**config.mk**
```make
export PLATFORM = sky130hd
export DESIGN_NAME = mtime_counter
export DESIGN_NICKNAME = d
export VERILOG_FILES = /design/src/rtl/mtime_counter.sv
export SDC_FILE = /design/constraint.sdc
export NUM_CORES = 1
export LEC_CHECK = 0
export CELL_PAD_IN_SITES_DETAIL_PLACEMENT = 0
export CELL_PAD_IN_SITES_GLOBAL_PLACEMENT = 1
export CORE_MARGIN = 5
export CORE_UTILIZATION = 35
export DETAILED_ROUTE_END_ITERATION = 12
export PLACE_DENSITY_LB_ADDON = 0.1
export SKIP_LAST_GASP = 1
export SYNTH_ARGS = -nofsm -noshare
export SYNTH_HDL_FRONTEND = slang
export SYNTH_SLANG_ARGS = --single-unit
```
**constraint.sdc**
```tcl
create_clock -name clk -period 2.6 [get_ports clk]
set_clock_uncertainty 0.2 [all_clocks]
set_input_delay 0.52 -clock clk [delete_from_list [all_inputs] [get_ports clk]]
set_output_delay 0.52 -clock clk [all_outputs]
set_load 0.005 [all_outputs]
```
**src/rtl/mtime_counter.sv**
```systemverilog
// mtime_counter: free-running 64-bit machine timer for the CLINT.
// A prescaler divides the core clock down to a 1 MHz mtime increment, and
// mtip reports (mtime >= mtimecmp) one cycle after the registered mtime.
// Optional feature macro: MTIME_WRITE_EN adds a software write port that
// can load either 32-bit half of mtime independently.
module mtime_counter #(
    parameter int FMAX_MHz = 27
) (
    input  logic        clk,
    input  logic        rst_n,
    input  logic [63:0] mtimecmp,
`ifdef MTIME_WRITE_EN
    input  logic        wr_valid,
    input  logic [1:0]  wr_mask,
    input  logic [63:0] wr_data,
`endif
    output logic [63:0] mtime,
    output logic        mtip,
    output logic        tick
);

    // A divide-by-one prescaler still needs one bit of storage.
    localparam int PW = (FMAX_MHz > 1) ? $clog2(FMAX_MHz) : 1;
    localparam logic [PW-1:0] PRESC_MAX = PW'(FMAX_MHz - 1);

    logic [PW-1:0] presc_q, presc_d;
    logic [63:0]   mtime_q, mtime_d;
    logic          mtip_q, mtip_d;
    logic          tick_q, tick_d;
    logic          presc_wrap;

    // Next-state: prescaler count, mtime increment/write and compare.
    always_comb begin
        presc_wrap = (presc_q == PRESC_MAX);
        presc_d    = presc_wrap ? '0 : presc_q + PW'(1);
        mtime_d    = presc_wrap ? mtime_q + 64'd1 : mtime_q;
        tick_d     = presc_wrap;
        // Compare uses the registered mtime, so mtip lags mtime by a cycle.
        mtip_d     = (mtime_q >= mtimecmp);
`ifdef MTIME_WRITE_EN
        // A write replaces only the selected halves; the unselected half
        // keeps its value with no carry, and any coincident increment is lost.
        if (wr_valid && (wr_mask != 2'b00)) begin
            mtime_d[31:0]  = wr_mask[0] ? wr_data[31:0]  : mtime_q[31:0];
            mtime_d[63:32] = wr_mask[1] ? wr_data[63:32] : mtime_q[63:32];
            presc_d        = '0;
            tick_d         = 1'b0;
        end
`endif
    end

    // State registers; reset wins over everything, including a write.
    always_ff @(posedge clk) begin
        if (!rst_n) begin
            presc_q <= '0;
            mtime_q <= '0;
            mtip_q  <= 1'b0;
            tick_q  <= 1'b0;
        end else begin
            presc_q <= presc_d;
            mtime_q <= mtime_d;
            mtip_q  <= mtip_d;
            tick_q  <= tick_d;
        end
    end

    assign mtime = mtime_q;
    assign mtip  = mtip_q;
    assign tick  = tick_q;

endmodule
```
Yosys cells after proc, flatten, opt, wreduce, memory -nomap -nowiden --
Index checks and enable logic that the tools add are counted.
Storage, ports and cells: flip-flop bits (word level) 71, output and inout port bits 66
Operators by class: $add $sub $neg 2, order comparisons 1, equality and inequality tests 1, bitwise logic cells 1, reduce and logical (&&, ||, !) cells 1
Operators by type and width (number):
- $add 64x1->64 const B | 1
- $ge 64x64->1 | 1
- $add 5x1->5 const B | 1
- $eq 5x5->1 const B | 1
- $reduce_or 2->1 | 1
- $not 1->1 | 1

Longest topological paths before layout --
depth in word-level cells 2, gate-level depth with buffers 10, depth with buffers taken out 8

Worst setup path before layout --
OpenSTA, ideal clock, no wires.
path type input to register, start input port mtimecmp[30], end register mtip_q, in the netlist mtip, data arrival time 2.180 ns, required time 2.337 ns, slack 0.157 ns, stages on the path 8, cell sequence inv_1 ha_1 nand4_1 or3_1 or4b_1 o21ai_0 o2111ai_1 nand3b_1
On the way: cells in the longest elaborated chain, start to end 1
Ends and longest elaborated chain:
- from (decl) | line 11 | input logic [63:0] mtimecmp,
- $ge 64x64->1 | line 39 | mtip_d = (mtime_q >= mtimecmp);
- to (signal assigned) | line 62 | mtip_q <= mtip_d;
- to (decl) | line 28 | logic mtip_q, mtip_d;
No other way between the ends. A chain may end at the register's enable or synchronous reset.

Final worst setup path --
start input port mtimecmp[26], end register mtip_q, in the netlist mtip
Same word-level chain as after synthesis.

==> results.md <==
* EDFF count, synth at 0
* Initial core utilization at 0.357
* Clk sinks at between 70 and 80
* # Max-Cap Violations at 0
* Leading area contributor after synthesis: dfxtp_1
* P_leak at 3.15 nW
* Int Pwr at ~2.0 mW
* Vias in the first global route at approximately 4600
* Max Buffers Root-to-Sink at 2
* Die Y-Extent at 126 um
* Synth Instances at around 580
* Layout cells sized above 1 at 0.122
* Unique masters post-synth at 42
* Dpl hpwl at ~11000 um
* First-pass GRT wire length at between 20000 and 25000 um
* Fin crit period at roughly 2.5 ns
* DRC viols at 0
* FFs w/ async S/R, synth at 0
* Endpoints failing hold at 0
* Area of the multi-input gates at roughly 3100 um2
* Setup crit start kind: input pin
* Setup TNS Final at 0 ns
* Storage cell area at about 1400 um2
* Post-layout util at 0.530
* Switching part of the total power at 0.228
* Max stage delay on crit path at ~0.52 ns
* Area contributors post-synth: dfxtp_1 (30%), ha_1 (18%), xor2_1 (7.6%)
* Reg power frac at 0.423
* Num rows at 42
* Cell Area, Synth at between 4000 and 5000 um2
* Vias per cell at 4.96
* Num CTS Buffers at 9
* Outcome: completed
* Synth Register Bits at 71
* Slew Limit Fails at 0
* Worst Setup End Kind: flop
* Comb pwr share at 0.088
* Clock root cell: clkbuf_16
* Initial antenna violation count at 0
* Worst-path fanout max at 2
* Buf/Inv on CP at 2
* Hold Crit Class: reg -> reg
* CP Launch Point: mtimecmp[26]
* Clk pwr share at 0.489
* Maximum clock rate at about 0.40 GHz
* Avg Cell Area, Syn at approximately 8.1 um2
* Top-Level Pins at 132
* CP Cell Sequence: clkdlybuf4s50_1 > inv_1 > ha_1 > nand2_1 > or3_4 > or4b_4 > o21ai_2 > o2111ai_1 > nand3b_1
* Unrepaired setup endpoints after global routing: no
* Post-route ant nets at 0
* Setup CP Type: in -> reg
* Global Route Usage Sum at 0.167
* Hold buffer count at cts at 0
* Total congestion overflow at 0
* Pwr Density at 369 nW/um2
* Hold_ws at around 0.28 ns
* WL/cell at between 10 and 15 um
* Syn Nets at ~700
* Pre-antenna DRT Iters at 4
* Max-slew headroom at 0.659
* Hold path start: presc_q[0]$_SDFF_PP0_
* Most frequent cells after synthesis: dfxtp_1 (71), inv_1 (71), ha_1 (67)
* Iteration-0 DRC Markers at ~230
* Area growth from synthesis to layout at 48.5%
* CP max stage cell: or4b_4
* Final setup fails at 0
* CP Data Required Time at 2.67 ns
* TritonCTS clock tree: done
* Total routed wirelength at between 10000 and 15000 um
* Antenna cell count at 0
* Fill count at about 1300
* Clk pin slew, worst setup/hold paths at ~0.060 ns
* Yosys Warn Count at 0
* Critical R2R Launch: mtime[29]$_SDFFE_PN0P_
* Skew-Pair Late Insertion Delay at 0.33 ns
* Worst-Margin Slew at a little over 0.5 ns
* Gp weighted congestion at slightly below 0.8
* Overall power at about 2.6 mW
* H-tree levels at 3
* Sequential area share after synthesis at 0.301
* Core Area at ~13000 um2
* Vias after detailed routing at about 4600
* Synth Flop Type: dfxtp_1
* Synth top area share at 0.301
* Final nets at between 800 and 900
* Psw at around 0.6 mW
* Maximum number of pins on one net before global-route repair at 45
* Peak VDD IR at approximately 0.26 mV
* # port buffers at between 100 and 150
* Critical path's top delay family: simple AND/OR/NAND/NOR gates
* Die area at 15900 um2
* Arrival @ worst endpoint at between 2 and 3 ns
* Die width at about 130 um
* Final Cycle Share at 0.972
## sequential cells by signal (all words and copies together) (netlist names)
signal,count
mtime,64
mtip,1
presc_q,5
tick,1
## what timing repair did
| item | CTS | global route |
|---|---|---|
| endpoints found under the setup margin | 1 | 13 |
| setup buffers | 0 | 1 |
| resized for setup | 11 | 27 |
| hold endpoints to repair | 0 | 0 |
| pin swaps | 10 | 18 |
## metrics by stage
| stage | cells | worst slack, ns | cell area, um2 |
|---|---|---|---|
| 3_5_place_dp | 914 | -0.528 | 6510 |
| 4_1_cts | 930 | 0.00873 | 6880 |
| 5_1_grt | 931 | 0.000963 | 7020 |
| 2_1_floorplan | 581 | 0.157 | 4730 |
| 3_3_place_gp | 914 | -0.463 | 6510 |
| 6_report | 931 | 0.0733 | 7020 |
## cell type report
class,instances,share of cell area
Clock buffer,10,0.0341
Inverter,71,0.0380
Clock inverter,6,0.00963
Tap cell,176,0.0314
Timing Repair Buffer,174,0.236
Sequential cell,71,0.203
Multi-Input combinational cell,423,0.448
## cell families (layout without fill, tap and decap cells)
logic type / Yosys count / in the layout / synth area share
AND/OR/NAND/NOR: 231 / 231 / 0.260
XOR/XNOR: 56 / 56 / 0.104
AO/OA/AOI/OAI: 66 / 66 / 0.0805
adder cells (fa/ha/maj): 67 / 67 / 0.177
buffers and inverters: 87 / 261 / 0.0715
multiplexers: 3 / 3 / 0.00635
flip-flops: 71 / 71 / 0.301
## power by group through the flow
| stage | sequential [mW] | clock, mW | combinational [mW] |
|---|---|---|---|
| final | 1.10 | 1.27 | 0.228 |
| after floorplan | 1.12 | 0 | 0.0841 |
| after CTS | 1.10 | 1.30 | 0.225 |
| after global placement | 1.12 | 0 | 0.213 |
| after global routing | 1.10 | 1.35 | 0.256 |
| after detailed placement | 1.12 | 0 | 0.220 |
## routing by layer
layer	vias up	global-route usage	share of wire
li1	2343	-	-
met1	2152	0.214	0.46
met2	113	0.286	0.49
met3	12	0.0330	0.047
met4	0	0.0442	0.010
met5	-	0	0
## worst paths after layout
kind	to	slack [ns]	cells past startpoint
max reg2reg	mtime[48]$_SDFFE_PN0P_	0.21	8
max	mtip$_SDFF_PN0_	0.07	9
min	presc_q[0]$_SDFF_PP0_	0.28	1
min reg2reg	presc_q[0]$_SDFF_PP0_	0.28	1
## placed cells by master, fill, tap and decap left out, drive strengths merged, types with 9 or more instances in the layout
cell	synthesis	final
clkbuf	9	10
dlymetal6s2s	0	9
xnor2	15	15
inv	71	73
nor2	61	61
or3	9	9
clkdlybuf4s50	0	122
a21oi	30	30
o21ai	19	19
ha	67	67
and2	14	14
dfxtp	71	71
xor2	41	41
nand2	38	38
and3	14	14
buf	7	43
nand4	37	37
nand3	32	32
(Power assumes the default switching activity.)
